--- config.mk ---
export PLATFORM = sky130hd
export DESIGN_NAME = mandelbrot_scan
export DESIGN_NICKNAME = d
export VERILOG_FILES = /design/src/rtl/mandelbrot_scan.sv
export SDC_FILE = /design/constraint.sdc
export NUM_CORES = 1
export LEC_CHECK = 0
export CAP_MARGIN = 30
export CORE_UTILIZATION = 54
export CTS_CLUSTER_DIAMETER = 30
export DETAILED_ROUTE_END_ITERATION = 10
export PLACE_DENSITY_LB_ADDON = 0.12
export SLEW_MARGIN = 40
export SYNTH_ARGS = -nofsm -noshare
export SYNTH_HDL_FRONTEND = slang
export SYNTH_SLANG_ARGS = --single-unit
--- constraint.sdc ---
create_clock -name clk -period 12.4 [get_ports clk]
set_input_delay 2.48 -clock clk [delete_from_list [all_inputs] [get_ports clk]]
set_output_delay 2.48 -clock clk [all_outputs]
set_load 0.02 [all_outputs]
--- src/rtl/mandelbrot_scan.sv ---
// Viewport scanner: iterates z = z^2 + c over a WIDTH_PX x HEIGHT_PX grid and streams escape counts.
// Optional Julia-set mode is compiled in with `define JULIA_MODE_EN.
module mandelbrot_scan #(
  parameter int BITWIDTH  = 11,
  parameter int CTRWIDTH  = 7,
  parameter int WIDTH_PX  = 4,
  parameter int HEIGHT_PX = 2
) (
  input  logic                clk,
  input  logic                rst_n,
  input  logic                start,
  input  logic                abort,
  input  logic [BITWIDTH-1:0] x0,
  input  logic [BITWIDTH-1:0] y0,
  input  logic [BITWIDTH-1:0] step,
  input  logic [CTRWIDTH-1:0] max_ctr,
`ifdef JULIA_MODE_EN
  input  logic                julia_sel,
  input  logic [BITWIDTH-1:0] jr,
  input  logic [BITWIDTH-1:0] ji,
`endif
  output logic                busy,
  output logic [CTRWIDTH-1:0] out_data,
  output logic                out_valid,
  input  logic                out_ready,
  output logic                out_last,
  output logic                frame_done
);

  localparam int FRAC = BITWIDTH - 3;
  localparam int PW   = 2 * BITWIDTH;
  localparam int MW   = BITWIDTH + 3;
  localparam int PXW  = (WIDTH_PX  > 1) ? $clog2(WIDTH_PX)  : 1;
  localparam int PYW  = (HEIGHT_PX > 1) ? $clog2(HEIGHT_PX) : 1;
  localparam logic [PXW-1:0] LAST_PX = PXW'(WIDTH_PX - 1);
  localparam logic [PYW-1:0] LAST_PY = PYW'(HEIGHT_PX - 1);
  localparam logic [MW-1:0]  ESC_LIM = MW'(4 << FRAC);

  typedef enum logic [1:0] {
    S_IDLE = 2'd0,
    S_ITER = 2'd1,
    S_OUT  = 2'd2
  } state_t;

  state_t                      state_r;
  logic signed [BITWIDTH-1:0]  zr_r, zi_r, pt_x_r, pt_y_r, x0_r, step_r;
  logic [CTRWIDTH-1:0]         ctr_r, max_ctr_r, out_data_r;
  logic [PXW-1:0]              px_r;
  logic [PYW-1:0]              py_r;
  logic                        busy_r, out_valid_r, out_last_r, frame_done_r;

  logic signed [PW-1:0]        sq_r_s, sq_i_s, cross_s, diff_s, dbl_s;
  logic signed [PW:0]          mag_sum_s;
  logic [MW-1:0]               mag_s;
  logic signed [BITWIDTH-1:0]  zr_nxt_s, zi_nxt_s, c_re_s, c_im_s;
  logic signed [BITWIDTH-1:0]  nxt_x_s, nxt_y_s;
  logic [PXW-1:0]              nxt_px_s;
  logic [PYW-1:0]              nxt_py_s;
  logic                        last_pt_s, done_s, jul_s, jul_in_s;

`ifdef JULIA_MODE_EN
  logic                        julia_sel_r;
  logic signed [BITWIDTH-1:0]  jr_r, ji_r;

  // Julia mode and constant are frame-static, captured with the accepted start
  always_ff @(posedge clk or negedge rst_n) begin
    if (!rst_n) begin
      julia_sel_r <= 1'b0;
      jr_r        <= {BITWIDTH{1'b0}};
      ji_r        <= {BITWIDTH{1'b0}};
    end else if ((state_r == S_IDLE) && start && !abort) begin
      julia_sel_r <= julia_sel;
      jr_r        <= $signed(jr);
      ji_r        <= $signed(ji);
    end
  end

  assign jul_s    = julia_sel_r;
  assign jul_in_s = julia_sel;
  assign c_re_s   = julia_sel_r ? jr_r : pt_x_r;
  assign c_im_s   = julia_sel_r ? ji_r : pt_y_r;
`else
  assign jul_s    = 1'b0;
  assign jul_in_s = 1'b0;
  assign c_re_s   = pt_x_r;
  assign c_im_s   = pt_y_r;
`endif

  // Full-precision products; only bits above FRAC survive the wrap to BITWIDTH
  assign sq_r_s    = zr_r * zr_r;
  assign sq_i_s    = zi_r * zi_r;
  assign cross_s   = zr_r * zi_r;
  assign mag_sum_s = {sq_r_s[PW-1], sq_r_s} + {sq_i_s[PW-1], sq_i_s};
  assign mag_s     = MW'(mag_sum_s >>> FRAC);
  assign diff_s    = sq_r_s - sq_i_s;
  assign dbl_s     = cross_s <<< 1;
  assign zr_nxt_s  = BITWIDTH'(diff_s >>> FRAC) + c_re_s;
  assign zi_nxt_s  = BITWIDTH'(dbl_s >>> FRAC) + c_im_s;
  assign done_s    = (mag_s >= ESC_LIM) || (ctr_r == max_ctr_r);

  // Next scan position in row-major order and last-point detection
  always_comb begin
    nxt_px_s  = px_r;
    nxt_py_s  = py_r;
    nxt_x_s   = pt_x_r;
    nxt_y_s   = pt_y_r;
    last_pt_s = 1'b0;
    if (px_r == LAST_PX) begin
      nxt_px_s = {PXW{1'b0}};
      nxt_x_s  = x0_r;
      if (py_r == LAST_PY) begin
        last_pt_s = 1'b1;
      end else begin
        nxt_py_s = py_r + PYW'(1);
        nxt_y_s  = pt_y_r + step_r;
      end
    end else begin
      nxt_px_s = px_r + PXW'(1);
      nxt_x_s  = pt_x_r + step_r;
    end
  end

  // Scan FSM: abort dominates both start and a pending handshake
  always_ff @(posedge clk or negedge rst_n) begin
    if (!rst_n) begin
      state_r      <= S_IDLE;
      busy_r       <= 1'b0;
      out_valid_r  <= 1'b0;
      out_last_r   <= 1'b0;
      frame_done_r <= 1'b0;
      out_data_r   <= {CTRWIDTH{1'b0}};
      zr_r         <= {BITWIDTH{1'b0}};
      zi_r         <= {BITWIDTH{1'b0}};
      pt_x_r       <= {BITWIDTH{1'b0}};
      pt_y_r       <= {BITWIDTH{1'b0}};
      x0_r         <= {BITWIDTH{1'b0}};
      step_r       <= {BITWIDTH{1'b0}};
      ctr_r        <= {CTRWIDTH{1'b0}};
      max_ctr_r    <= {CTRWIDTH{1'b0}};
      px_r         <= {PXW{1'b0}};
      py_r         <= {PYW{1'b0}};
    end else if (abort) begin
      state_r      <= S_IDLE;
      busy_r       <= 1'b0;
      out_valid_r  <= 1'b0;
      out_last_r   <= 1'b0;
      frame_done_r <= 1'b0;
    end else begin
      frame_done_r <= 1'b0;
      case (state_r)
        S_IDLE: begin
          if (start) begin
            x0_r      <= $signed(x0);
            step_r    <= $signed(step);
            max_ctr_r <= max_ctr;
            pt_x_r    <= $signed(x0);
            pt_y_r    <= $signed(y0);
            zr_r      <= jul_in_s ? $signed(x0) : {BITWIDTH{1'b0}};
            zi_r      <= jul_in_s ? $signed(y0) : {BITWIDTH{1'b0}};
            ctr_r     <= {CTRWIDTH{1'b0}};
            px_r      <= {PXW{1'b0}};
            py_r      <= {PYW{1'b0}};
            busy_r    <= 1'b1;
            state_r   <= S_ITER;
          end
        end
        S_ITER: begin
          if (done_s) begin
            out_data_r  <= ctr_r;
            out_valid_r <= 1'b1;
            out_last_r  <= last_pt_s;
            state_r     <= S_OUT;
          end else begin
            zr_r  <= zr_nxt_s;
            zi_r  <= zi_nxt_s;
            ctr_r <= ctr_r + CTRWIDTH'(1);
          end
        end
        S_OUT: begin
          if (out_ready) begin
            out_valid_r <= 1'b0;
            out_last_r  <= 1'b0;
            if (last_pt_s) begin
              frame_done_r <= 1'b1;
              busy_r       <= 1'b0;
              state_r      <= S_IDLE;
            end else begin
              px_r    <= nxt_px_s;
              py_r    <= nxt_py_s;
              pt_x_r  <= nxt_x_s;
              pt_y_r  <= nxt_y_s;
              zr_r    <= jul_s ? nxt_x_s : {BITWIDTH{1'b0}};
              zi_r    <= jul_s ? nxt_y_s : {BITWIDTH{1'b0}};
              ctr_r   <= {CTRWIDTH{1'b0}};
              state_r <= S_ITER;
            end
          end
        end
        default: begin
          state_r     <= S_IDLE;
          busy_r      <= 1'b0;
          out_valid_r <= 1'b0;
          out_last_r  <= 1'b0;
        end
      endcase
    end
  end

  assign busy       = busy_r;
  assign out_data   = out_data_r;
  assign out_valid  = out_valid_r;
  assign out_last   = out_last_r;
  assign frame_done = frame_done_r;

endmodule

* Word level (Yosys, flattened, before mapping) *
Index checks and enable logic that the tools add are counted.

cells by class
  add/subtract/negate cells = 9
  $mul = 3
  order comparisons = 1
  equality and inequality tests = 16
  muxes and demuxes = 58
  bitwise logic cells = 1
  reductions and logical operators = 13

operator list
  cell                    number
  $mux W11                14
  $pmux W11 S3            2
  $add A11 B11 Y11        4
  $mul A11 B11 Y22        2
  $pmux W11 S2            2
  $mux W7                 4
  $add A22 B22 Y22        1
  $mux W1                 21
  $pmux W7 S3             1
  $sub A19 B19 Y19        1
  $mul A11 B11 Y18        1
  $mux W2                 8
  $ne A2 B2 Y1 const B    8
  $ge A14 B11 Y1 const B  1
  $ne A3 B3 Y1 const B    4
  $reduce_and A3 Y1       4
  $reduce_and A6 Y1       2
  $pmux W1 S3             3
  $add A7 B1 Y7 const B   1
  $eq A7 B7 Y1            1
  $reduce_and A7 Y1       1
  $pmux W2 S3             1
  $reduce_and A5 Y1       1
  $eq A2 B2 Y1 const B    2
  other kinds (11)        11

storage, ports and cells
  bits in registers = 96
  input bits = 45
  output and inout bits = 11
  word-level logic and storage cells = 117

* Logic depth before layout (Yosys ltp) *
  word-level depth = 7
  depth in mapped cells = 35

* Least setup slack after synthesis *
No wires, ideal clock.

  kind = flip-flop to flip-flop
  start = reg zr_r[6]
  end = reg out_data_r[0] (netlist: out_data[0])
  data arrival time = 7884 ps
  setup slack = 4391 ps
  cell stages (with the launch flop) = 32
  buffers on the path = 3
  cells stage by stage = dfrtp_1 -> clkbuf_1 -> clkbuf_1 -> nand2_1 -> fa_1 -> fa_1 -> inv_1 -> fa_1 -> fa_1 -> inv_1 -> fa_1 -> inv_1 -> ha_1 -> a2111oi_0 -> o21ai_1 -> a41oi_1 -> o21ai_0 -> a21o_1 -> a21oi_1 -> xnor2_1 -> ha_1 -> nand3_1 -> nor2_1 -> a221oi_1 -> o31ai_2 -> a221oi_2 -> xnor2_2 -> xnor3_2 -> or2_4 -> nor2b_4 -> buf_6 -> mux2_4

on the way
  cells in the longest elaborated chain, start to end = 5

ends and longest elaborated chain
  element                      RTL line  source
  start, declared              46        logic signed [BITWIDTH-1:0] zr_r, zi_r, pt_x_r, pt_y_r, x0_r, step_r;
  start signal, assigned       132       zr_r <= {BITWIDTH{1'b0}};
  start signal, assigned       158       zr_r <= jul_in_s ? $signed(x0) : {BITWIDTH{1'b0}};
  start signal, assigned       174       zr_r <= zr_nxt_s;
  $mul A11 B11 Y22             90        assign sq_r_s = zr_r * zr_r;
  $add A22 B22 Y22             93        assign mag_sum_s = {sq_r_s[PW-1], sq_r_s} + {sq_i_s[PW-1], sq_i_s};
  $ge A14 B11 Y1               99        assign done_s = (mag_s >= ESC_LIM) || (ctr_r == max_ctr_r);
  $logic_or A1 B1 Y1           99
  $reduce_and A3 Y1 (no line)  n/a
  end signal, assigned         131       out_data_r <= {CTRWIDTH{1'b0}};
  end signal, assigned         169       out_data_r <= ctr_r;
  end, declared                47        logic [CTRWIDTH-1:0] ctr_r, max_ctr_r, out_data_r;

Every way passes these cells.
A chain may end at the register's enable or synchronous reset.

* Worst setup path in the final report *
  start = reg zr_r[5]
  end = reg ctr_r[0]

on the way
  cells in the longest elaborated chain, start to end = 6

ends and longest elaborated chain
  element                      RTL line  source
  $mul A11 B11 Y22             90
  $add A22 B22 Y22             93
  $ge A14 B11 Y1               99
  $logic_or A1 B1 Y1           99
  $ne A2 B2 Y1 (no line)       n/a
  $reduce_and A6 Y1 (no line)  n/a
  end signal, assigned         138       ctr_r <= {CTRWIDTH{1'b0}};
  end signal, assigned         160       ctr_r <= {CTRWIDTH{1'b0}};
  end signal, assigned         176       ctr_r <= ctr_r + CTRWIDTH'(1);
  end, declared                47

Every way passes these cells.

==> results by group <==
Setup path
  • Critical path's largest stage delay: 700 ps
  • Worst path slowest cell: dfrtp_1
  • WP buf/inv: 4
  • CP Capture Type: flip-flop
  • Worst setup SP type: flip-flop
  • FF-to-FF setup slack: 3330 ps
  • Delay-heaviest family, CP: adder cells
  • CP max FO: 24
  • Critical path class: reg -> reg
  • WP data arrival: 9360 ps
  • Worst endpoint required time: 12690 ps
  • Most used cell, CP: fa_1

Pwr
  • Pleak: 10.08 nW
  • Worst VDD drop: 0.1354 mV
  • Pwr Density: 174.6 nW/µm²

Clock network
  • Number of H-tree levels: 3
  • CTS Sinks: 96
  • CTS tree: done
  • Post-CTS resize count: 0
  • Root buf cell: clkbuf_16
  • Clock-pin slew on the worst setup and hold paths: 80 ps
  • Setup bufs post-CTS: 0
  • # hold bufs at CTS: 0
  • Clock Latency Late Sink: 360 ps
  • Number of buffers created by CTS: 9
  • Clock buffer depth: 2

Die
  • Die Ht: 187.0 µm
  • Die X: 187.0 µm
  • Die footprint: 34960 µm²
  • Initial core utilization: 54.97%
  • # IOs: 56
  • Total core area: 33620 µm²
  • Cell Rows: 67

Synthesis
  • #FFs+latches synth: 96
  • Post-synth top cells: inv_1 (414), fa_1 (299), ha_1 (210), nand2_1 (161), xnor2_1 (102)
  • Async S/R FF share, synth: 100.0%
  • Top-count cell post-synth: inv_1
  • Post-Syn Area: 18480 µm²
  • EDFF count, synth: 0
  • Distinct cell type count after synthesis: 68
  • Avg Synthesized Cell Area: 9.309 µm²
  • Synth top area cells: fa_1 (32%), ha_1 (14%), dfrtp_1 (13%), inv_1 (8.4%), xnor2_1 (4.8%)
  • Synth top area share: 32.39%
  • Post-Synthesis Cells: 1985
  • Post-synthesis sequential area ratio: 13.00%
  • Cell taking the most area after synthesis: fa_1
  • Synthesized net count: 2539
  • Yosys warning count: 0
  • Ys flop type: dfrtp_1

Global route
  • Initial antenna violation count: 2
  • Vias in the first global route: 14.17k
  • First-pass GRT wire length: 72.53 mm
  • Largest net degree at the start of global routing: 56
  • GRT overflow: 0
  • Tot GR Track Use: 26.28%

Finish
  • Diodes inserted: 0
  • Finished Cell Area: 19860 µm²
  • Area delta synth->final: 7.448%
  • Final #Nets: 2565
  • Layout cell share with drive strength beyond 1: 5.060%
  • Final core occ: 59.07%

STA
  • Period utilization: 73.13%
  • Post-layout minimum cycle time: 9068 ps
  • Fin. max-slew vios: 0
  • Final Hold Viols: 0
  • Slew @ Worst Pin: 736.6 ps
  • Final setup TNS: 0 ps
  • # setup viols final: 0
  • Max-slew headroom: 50.80%
  • Fmax: 0.1103 GHz
  • Unrepaired setup endpoints after global routing: no
  • Skew final: 12.04 ps

Placed design
  • Port Buffers: 55
  • Post-DP HPWL: 34.96 mm
  • Placed Area: 19530 µm²
  • GPL Wtd Cong: 0.9074

Outcome
  • Status: finished, final reports clean

Drt
  • Vias/cell: 5.400
  • Via count: 13.31k
  • Wire per inst: 17.40 µm
  • Total wire length: 42.88 mm
  • DRT Pass-1 Iters: 5
  • DRC: 0
  • Post-route ant nets: 0
  • Iteration-0 DRC Markers: 617

Run
  • Max-cap violations: 0

Min path
  • Hold Path Class: reg -> reg
[worst paths after layout]
path	start	to	cells after the start
min reg2reg	px_r[1]$_DFFE_PN0P_	px_r[1]$_DFFE_PN0P_	2
min in group asynchronous	rst_n	x0_r[1]$_DFFE_PN0P_	1
min	px_r[1]$_DFFE_PN0P_	px_r[1]$_DFFE_PN0P_	2
max in group asynchronous	rst_n	out_data[1]$_DFFE_PN0P_	2
max	zr_r[5]$_DFFE_PN0P_	ctr_r[0]$_DFFE_PN0P_	28
max reg2reg	zr_r[5]$_DFFE_PN0P_	ctr_r[0]$_DFFE_PN0P_	28
[where the power goes]
part	switching [mW]	total, mW	leakage (nW)	internal (mW)
clock network	0.143	0.306	0.158	0.163
registers	0.133	0.558	1.21	0.425
logic	1.50	2.60	8.71	1.10
total	1.78	3.47	10.1	1.69
[registers in the layout, summed over array words and instances (netlist names)]
| signal | count |
|---|---|
| step_r | 11 |
| px_r | 2 |
| x0_r | 11 |
| out_valid | 1 |
| c_re_s | 11 |
| max_ctr_r | 7 |
| state_r | 2 |
| out_data | 7 |
| frame_done | 1 |
| zr_r | 11 |
| busy | 1 |
| c_im_s | 11 |
| out_last | 1 |
| ctr_r | 7 |
| zi_r | 11 |
| py_r | 1 |
[cell families (layout without fill, tap and decap cells)]
kind of cell / after synthesis / in the layout / synth area share, %
adder cells (fa/ha/maj): 509 / 509 / 46.61
buffers and inverters: 481 / 512 / 9.892
AND/OR/NAND/NOR: 451 / 451 / 11.84
AO/OA/AOI/OAI: 273 / 273 / 9.588
XOR/XNOR: 135 / 135 / 6.520
flip-flops: 96 / 96 / 13.00
multiplexers: 40 / 40 / 2.546
[through the flow]
| stage | hold WS (ps) | std cells | power (mW) | setup slack (ps) |
|---|---|---|---|---|
| final | 477.5 | 2464 | 3.467 | 3332 |
| after global routing | 512.1 | 2464 | 3.807 | 2783 |
| after CTS | 483.9 | 2464 | 3.475 | 3388 |
| after detailed placement | 466.6 | 2448 | 3.143 | 3416 |
| after global placement | 452.7 | 2448 | 3.084 | 3251 |
| after floorplan | 442.8 | 1985 | 2.455 | 4391 |
[per-layer routing]
metal	global-route usage [%]	routed length, µm	up-vias
li1	-	-	6264
met1	36.95	19620	6728
met2	43.43	20420	265
met3	2.402	1585	47
met4	7.724	1253	2
met5	0	9	-
[worst register-to-register path, delay by kind of cell, from the launching register on]
family | cells | cell delay, ps
and+or+nand+nor | 4 | 960
buffers and inverters | 4 | 560
adders and majority gates | 7 | 3220
AOI/OAI and AO/OA | 9 | 2560
muxes | 1 | 270
xor gates and xnor gates | 3 | 740
DFF | 1 | 700
[layout by cell type (no fill, tap or decap), types with 22 or more instances in the layout]
master           instances
nand2_1                160
xor2_1                  31
dfrtp_1                 95
a21o_1                  22
inv_1                  414
o21ai_0                 46
xnor2_1                102
nor2b_1                 32
and2_1                  87
ha_1                   210
a21oi_1                 92
a22o_1                  23
nor2_1                  89
fa_1                   299
clkdlybuf4s50_1         54
mux2_2                  28
buf_4                   23
[layout make-up]
type	instances	area, µm²
clock buffers	9	225.2
flip-flops and latches	96	2404
clock inverters	7	97.59
repair buffers	77	713.2
fillers	2974	13760
multi-input cells	1408	14280
well taps	448	560.5
inverters	419	1573
Power figures use the tool's default switching activity.
